===== src/rtl/popcount_seq_ctrl.sv =====
`default_nettype none
// ============================================================================
//  Module   : popcount_seq_ctrl
//  Purpose  : Sequencer for a ternary neuron. One external 5-input popcount
//             unit is shared over the whole activation vector, one chunk per
//             cycle. The block accumulates popcount(x & w_pos) and then
//             subtracts popcount(x & w_neg). It compares the signed result
//             against a threshold.
//  Revision : 1.0  initial release
// ----------------------------------------------------------------------------
//  Ports
//    clk, rst_n          clock (rising edge), asynchronous active-low reset
//    in_valid/in_ready   request handshake; in_ready is high only while idle
//    x, w_pos, w_neg     activation vector, +1 mask and -1 mask
//                        (5*N_CHUNKS bits each)
//    thr                 signed threshold (ACC_W bits)
//    pc_in / pc_out      operand to and result from the shared popcount unit
//    busy                high while chunks are being processed
//    out_valid/out_ready result handshake
//    out_sum             signed pos-minus-neg sum
//    out_fire            out_sum >= thr (signed compare)
// ============================================================================
module popcount_seq_ctrl #(
  parameter int N_CHUNKS = 5,
  parameter int ACC_W    = 7
) (
  input  logic                  clk,
  input  logic                  rst_n,
  input  logic                  in_valid,
  output logic                  in_ready,
  input  logic [5*N_CHUNKS-1:0] x,
  input  logic [5*N_CHUNKS-1:0] w_pos,
  input  logic [5*N_CHUNKS-1:0] w_neg,
  input  logic [ACC_W-1:0]      thr,
  output logic [4:0]            pc_in,
  input  logic [2:0]            pc_out,
  output logic                  busy,
  output logic                  out_valid,
  input  logic                  out_ready,
  output logic [ACC_W-1:0]      out_sum,
  output logic                  out_fire
);

  localparam int                 C_W     = 5 * N_CHUNKS;
  localparam int                 C_CNT_W = (N_CHUNKS > 1) ? $clog2(N_CHUNKS) : 1;
  localparam logic [C_CNT_W-1:0] C_LAST  = C_CNT_W'(N_CHUNKS - 1);

  typedef enum logic [1:0] {
    S_IDLE = 2'd0,
    S_POS  = 2'd1,
    S_NEG  = 2'd2,
    S_DONE = 2'd3
  } state_t;

  state_t r_state;
  state_t w_state_nxt;

  logic [C_W-1:0]     r_x_cap;
  logic [C_W-1:0]     r_wpos_cap;
  logic [C_W-1:0]     r_wneg_cap;
  logic [ACC_W-1:0]   r_thr_cap;
  logic [C_CNT_W-1:0] r_cnt;
  logic [ACC_W-1:0]   r_acc;
  logic [ACC_W-1:0]   r_out_sum;
  logic               r_out_fire;
  logic               r_out_valid;

  logic [4:0]         w_pos_chunk [N_CHUNKS];
  logic [4:0]         w_neg_chunk [N_CHUNKS];
  logic [ACC_W-1:0]   w_pc_ext;
  logic               w_last;

  // Pre-masked chunks, selected by the chunk counter below.
  genvar gi;
  generate
    for (gi = 0; gi < N_CHUNKS; gi++) begin : g_chunk
      assign w_pos_chunk[gi] = r_x_cap[5*gi +: 5] & r_wpos_cap[5*gi +: 5];
      assign w_neg_chunk[gi] = r_x_cap[5*gi +: 5] & r_wneg_cap[5*gi +: 5];
    end
  endgenerate

  // pc_out is taken as-is. Approximate units may return 6 or 7, and those
  // values are accumulated without clamping.
  assign w_pc_ext = {{(ACC_W-3){1'b0}}, pc_out};
  assign w_last   = (r_cnt == C_LAST);

  // --------------------------------------------------------------------------
  // FSM: state register
  // --------------------------------------------------------------------------
  always_ff @(posedge clk or negedge rst_n) begin
    if (!rst_n) begin
      r_state <= S_IDLE;
    end else begin
      r_state <= w_state_nxt;
    end
  end

  // --------------------------------------------------------------------------
  // FSM: next state and combinational outputs
  // --------------------------------------------------------------------------
  always_comb begin
    w_state_nxt = r_state;
    in_ready    = 1'b0;
    busy        = 1'b0;
    pc_in       = 5'd0;
    case (r_state)
      S_IDLE: begin
        in_ready = 1'b1;
        if (in_valid) w_state_nxt = S_POS;
      end
      S_POS: begin
        busy  = 1'b1;
        pc_in = w_pos_chunk[r_cnt];
        if (w_last) w_state_nxt = S_NEG;
      end
      S_NEG: begin
        busy  = 1'b1;
        pc_in = w_neg_chunk[r_cnt];
        if (w_last) w_state_nxt = S_DONE;
      end
      S_DONE: begin
        // The first DONE cycle only registers the result. The handshake
        // applies once out_valid is up.
        if (r_out_valid && out_ready) w_state_nxt = S_IDLE;
      end
      default: w_state_nxt = S_IDLE;
    endcase
  end

  // --------------------------------------------------------------------------
  // Datapath: operand capture, chunk counter, accumulator, result registers
  // --------------------------------------------------------------------------
  always_ff @(posedge clk or negedge rst_n) begin
    if (!rst_n) begin
      r_x_cap     <= '0;
      r_wpos_cap  <= '0;
      r_wneg_cap  <= '0;
      r_thr_cap   <= '0;
      r_cnt       <= '0;
      r_acc       <= '0;
      r_out_sum   <= '0;
      r_out_fire  <= 1'b0;
      r_out_valid <= 1'b0;
    end else begin
      case (r_state)
        S_IDLE: begin
          if (in_valid) begin
            r_x_cap    <= x;
            r_wpos_cap <= w_pos;
            r_wneg_cap <= w_neg;
            r_thr_cap  <= thr;
            r_cnt      <= '0;
            r_acc      <= '0;
          end
        end
        S_POS: begin
          r_acc <= r_acc + w_pc_ext;
          r_cnt <= w_last ? '0 : r_cnt + C_CNT_W'(1);
        end
        S_NEG: begin
          r_acc <= r_acc - w_pc_ext;
          r_cnt <= w_last ? '0 : r_cnt + C_CNT_W'(1);
        end
        S_DONE: begin
          if (!r_out_valid) begin
            r_out_sum   <= r_acc;
            r_out_fire  <= ($signed(r_acc) >= $signed(r_thr_cap));
            r_out_valid <= 1'b1;
          end else if (out_ready) begin
            r_out_valid <= 1'b0;
          end
        end
        default: r_cnt <= '0;
      endcase
    end
  end

  assign out_valid = r_out_valid;
  assign out_sum   = r_out_sum;
  assign out_fire  = r_out_fire;

endmodule
`default_nettype wire


===== config.mk =====
export PLATFORM = sky130hd
export DESIGN_NAME = popcount_seq_ctrl
export DESIGN_NICKNAME = d
export VERILOG_FILES = /design/src/rtl/popcount_seq_ctrl.sv
export SDC_FILE = /design/constraint.sdc
export NUM_CORES = 1
export LEC_CHECK = 0
export ABC_AREA = 1
export ABC_CLOCK_PERIOD_IN_PS = 2300
export BUFFER_PORTS_ARGS = -buffer_cell sky130_fd_sc_hd__buf_4
export CORE_UTILIZATION = 51
export CTS_BUF_LIST = sky130_fd_sc_hd__clkbuf_2 sky130_fd_sc_hd__clkbuf_4 sky130_fd_sc_hd__clkbuf_8
export DETAILED_ROUTE_END_ITERATION = 10
export PLACE_DENSITY_LB_ADDON = 0.2
export SETUP_SLACK_MARGIN = 0.3
export SLEW_MARGIN = 20
export SYNTH_ARGS = -nofsm -noshare
export SYNTH_HDL_FRONTEND = slang
export SYNTH_SLANG_ARGS = --single-unit

===== constraint.sdc =====
create_clock -name clk -period 2.3 [get_ports clk]
set_clock_uncertainty 0.2 [all_clocks]
set_input_delay 0.345 -clock clk [delete_from_list [all_inputs] [get_ports clk]]
set_output_delay 0.345 -clock clk [all_outputs]
set_load 0.03 [all_outputs]

# Yosys cells after proc, flatten, opt, wreduce, memory -nomap -nowiden
# Index checks and enable logic that the tools add are counted.
# word_totals
inputBits,89
out_inout_bits,16
mem_count,0
mem_bits_rw,0
rom_bits,0
ff_bits,103
word_cells,66
latchBits,0
# classes
eq_ne,8
addsub,3
n_div,0
n_mul,0
n_mux,21
n_lt_le_gt_ge,2
reduce_logical,10
shifts,0
n_bitwise,12
# op_table
op,n
$and A5 B5 Y5,10
$bmux W5 S3,2
$pmux W7 S3,1
$mux W5,4
$pmux W5 S2,1
$mux W2,4
$ne A2 B2 Y1 const B,4
$pmux W2 S4,1
$reduce_and A2 Y1,4
$add A7 B3 Y7,1
$ge A7 B7 Y1,1
$mux W7,1
$sub A7 B3 Y7,1
$mux W3,2
$pmux W3 S2,1
$eq A2 B2 Y1 const B,2
$ge A4 B4 Y1 const B,1
$mux W1,4
$not A3 Y4,1
$reduce_and A4 Y1,1
$add A3 B1 Y3 const B,1
$eq A3 B3 Y1 const B,1
$reduce_bool A3 Y1,1
$eq A2 B1 Y1 const B,1
5 further kinds,5

# Longest topological paths before layout
# logic_depth
depth_word,5
ltp_mapped,13
ltp_nobuf,13

# Least setup slack after synthesis
# Ideal clock, no wire load.
# synth_path
path_type,register to register
startpoint,register r_state[0]
endpoint,register r_acc[4]
required_time_ns,1.967
arrival_time_ns,2.060
path_slack_ns,-0.093
path_buffers,2
setup_ns,0.133
synth_period_minus_slack_ns,2.393
path_stages_with_launch,12
path_cell_list,dfrtp_1 inv_1 ha_1 buf_2 buf_4 a31o_2 ha_1 a21oi_1 nand2_1 or2_2 nand3_1 o21ai_0
# synth_between
elab_chain_len,3
word_cells_on_any_way,7
classes_between,eq/ne: 3; mux: 1; reduce/logical: 3
# synth_rtl
item,line,source
"start, declared",55,state_t r_state;
"start signal, assigned",94,r_state <= w_state_nxt;
$eq A2 B2 Y1 (tied with other cells),145,case (r_state)
$reduce_bool A3 Y1 (no source line) or $ne A2 B2 Y1 (tied branches),-,
$reduce_and A2 Y1 (no source line),-,
"end signal, assigned",157,r_acc <= r_acc + w_pc_ext;
"end signal, assigned",161,r_acc <= r_acc - w_pc_ext;
"end, declared",63,logic [ACC_W-1:0] r_acc;
# Several ways; a longest one is shown, not always the timed one.
# A chain may end at the register's enable or synchronous reset.

# Final worst setup path
# layout_path
startpoint,register r_state[1]
endpoint,register r_acc[4]
# The elaborated chain is that of the path after synthesis.

==> flow_metrics.py <==
metrics = {
    "route": {
        "wirelength_mm": 12.76,
        "ant_nets": 0,
        "first_pass_iters": 4,
        "num_vias": 4260,
        "drc_errors": 0,
        "wl_per_cell_um": 15.39,
        "drt_iter0_markers": 97,
        "viasPerCell": 5.139,
    },
    "floorplan": {
        "die_x_um": 102.6,
        "start_util_pct": 52.84,
        "core_area_mm2": 0.009774,
        "dieArea_mm2": 0.01053,
        "die_h_um": 102.6,
        "rows": 36,
        "ioPinCount": 105,
    },
    "power_and_ir_drop": {
        "sw_frac_of_total_pct": 39.49,
        "p_leak_nw": 3.593,
        "combPwrFrac_pct": 52.7,
        "powerDensity_mw_per_mm2": 1380,
        "power.total_mw": 10.14,
        "clkPwrFrac_pct": 14.6,
        "p_int_mw": 6.138,
        "p_switching_mw": 4.006,
        "ir_worst_vdd_uv": 692.8,
        "p_seq_share_pct": 32.7,
    },
    "synthesis": {
        "synth_edf_count": 0,
        "synth_seq_cells": 103,
        "synth.top_cells.by_count": "nand2_1 (148), dfrtp_1 (103), mux2_2 (76)",
        "synth_async_sr_flop_share_pct": 100.0,
        "synth_ff_type": "dfrtp_1",
        "yosys.area.top_type": "dfrtp_1",
        "synth_most_common_cell": "nand2_1",
        "netlist_area_mm2": 0.005165,
        "synthDistinctLibCells": 30,
        "synthTopCellsByArea": "dfrtp_1 (50%), mux2_2 (17%), nand2_1 (11%)",
        "syn-instance-count": 509,
        "synth.avg_cell_area_um2": 10.15,
        "ys_warn_count": 0,
        "yosysTopAreaCellShare_pct": 49.90,
        "syn_nets": 621,
        "ys_seq_area_share_pct": 49.90,
    },
    "sta": {
        "rsz0062_at_grt": "true",
        "relSlewSlack_pct": 67.65,
        "finalWorstSetupSlack_ns": -0.1043,
        "setup_viol": 8,
        "hold_viol_final": 0,
        "post-route-period-util_pct": 104.5,
        "period_minus_slack_ns": 2.404,
        "slew_violations": 0,
        "worst_slew_pin_slew_ns": 0.4852,
        "setup_tns_ns": -0.5277,
        "fmax_mhz": 415.9,
        "whs_ns": 0.006485,
    },
    "global_route": {
        "grt_pass1_wl_mm": 20.13,
        "grt_start_max_net_pins": 60,
        "grt_pass1_vias": 4370,
        "grt_util_all_layers_pct": 25.31,
        "overflow": 0,
        "antenna_found_initial": 0,
    },
    "layout": {
        "fin_cells": 829,
        "diodes": 0,
        "nets": 803,
        "area_growth_pct": 42.37,
        "utilization_pct": 75.23,
        "fin_area_mm2": 0.007353,
        "drive_gt1_share_pct": 39.80,
    },
    "critical_path": {
        "critPathKind": "flop to flop",
        "r2r_slack_ns": -0.10,
        "cp_num_buf_inv": 3,
        "reg2reg_to": "r_acc[4]$_DFFE_PN0P_",
        "cp_top_family": "flip-flops",
        "slowest_stage": "dfrtp_2",
        "crit_path_max_fanout": 6,
        "rr_worst_depth": 11,
        "cp.arrival_ns": 2.47,
        "path_cells": "buf_6, ha_4, buf_8, buf_6, a31o_4, ha_4, a21oi_4, nand2_2, or2_4, nand3_2, o21ai_2",
        "r2r_start": "r_state[1]$_DFFE_PN0P_",
        "cp-start-kind": "flop",
        "slowest_delay_ns": 0.46,
        "cp.required_ns": 2.36,
        "endpoint_kind": "flop",
    },
    "placed_design": {
        "placed_area_mm2": 0.006141,
        "hpwlAfterDp_mm": 8.267,
        "preCtsSetupSlack_ns": -0.04755,
        "gp_congestion": 0.8406,
        "portBuffers": 104,
        "dp.cells": 738,
    },
    "clock_tree": {
        "cts_tree": "done",
        "cts_root_buffer": "clkbuf_8",
        "cts_max_path_buffers": 2,
        "clock_sink_count": 103,
        "cts_inserted_buffers": 9,
        "cts-htree-levels": 3,
        "clk_pin_slew_ns": 0.10,
        "clk_latency_ns": 0.37,
    },
    "min_path": {
        "hold_path_depth": 2,
        "hold_path.class": "input pin to flop",
        "min_from": "w_pos[7]",
        "holdPathEnd": "r_wpos_cap[7]$_DFFE_PN0P_",
    },
    "status": {
        "violations": "setup timing",
        "outcome": "finished, violations left",
    },
    "flow_run": {
        "drv_cap": 0,
    },
}
-- routing by layer --
layer,GRT usage (%),up-vias,routed length (µm)
met3,4.814,33,642
met1,30.04,2038,5267
met4,12.20,0,385
met5,0,-,0
met2,44.15,145,6462
li1,-,2044,-
-- worst max-delay path by stage --
stage	startpoint	to	slack [ns]	cells after the start
after global placement	pc_out[0]	r_acc[5]$_DFFE_PN0P_	0.04	13
after detailed placement	pc_out[0]	r_acc[5]$_DFFE_PN0P_	-0.05	13
after floorplan	r_state[1]$_DFFE_PN0P_	r_acc[4]$_DFFE_PN0P_	0.17	10
after CTS	r_cnt[0]$_DFFE_PN0P_	pc_in[0]	-0.05	9
final	r_state[1]$_DFFE_PN0P_	r_acc[4]$_DFFE_PN0P_	-0.10	11
after global routing	r_state[1]$_DFFE_PN0P_	pc_in[0]	-0.17	10
-- power by group through the flow --
stage          registers, mW  clock network (mW)  logic, mW
2_1_floorplan           3.29                   0       3.25
3_3_place_gp            3.28                   0       4.18
3_5_place_dp            3.33                   0       4.33
4_1_cts                 3.29                1.50       4.87
5_1_grt                 3.43                1.57       5.89
6_report                3.31                1.48       5.35
-- state kept, by name (all words and copies together), names as in the netlist --
name / cells
out_fire: 1
out_sum: 7
out_valid: 1
r_acc: 7
r_cnt: 3
r_state: 2
r_thr_cap: 7
r_wneg_cap: 25
r_wpos_cap: 25
r_x_cap: 25
-- what timing repair did --
item                                    in CTS  in global routing
gates resized for setup                     39                 24
hold buffers                                55                  0
endpoints found under the setup margin      10                 12
setup buffers                               10                  8
hold endpoints to repair                    87                  0
pin swaps                                   15                 14
gates cloned                                 2                  0
-- area by class of cell --
class	count	area [µm²]
flip-flops and latches	103	2580
clock buffers	9	123.9
fillers	648	2421
multi-input cells	352	2510
well taps	133	166.4
repair buffers	188	1677
clock inverters	7	143.9
inverters	37	152.6
-- placed cells by master, fill, tap and decap left out, types with 3 or more instances in the layout --
master and instances:
a21oi_1 11, a21oi_2 6, a21oi_4 3, buf_12 6
buf_4 114, buf_6 12, bufinv_16 4, clkbuf_8 9
clkinvlp_4 3, dfrtp_1 101, dlygate4sd3_1 55, ha_1 16
ha_4 6, inv_1 31, mux2_2 76, nand2_1 134
nand2_2 14, nand3_1 33, nand3_2 6, nor2_1 8
o21ai_0 12, o21ai_1 4, o21ai_2 3, o22ai_1 5
-- kinds of logic after synthesis --
family | Yosys count | synth area share [%]
and+or+nand+nor | 202 | 16.13
buffers and inverters | 54 | 6.177
adders and majority gates | 23 | 5.717
AOI/OAI and AO/OA | 48 | 4.991
muxes | 76 | 16.57
DFF | 103 | 49.90
xor gates and xnor gates | 3 | 0.5088
(Power assumes the default switching activity.)
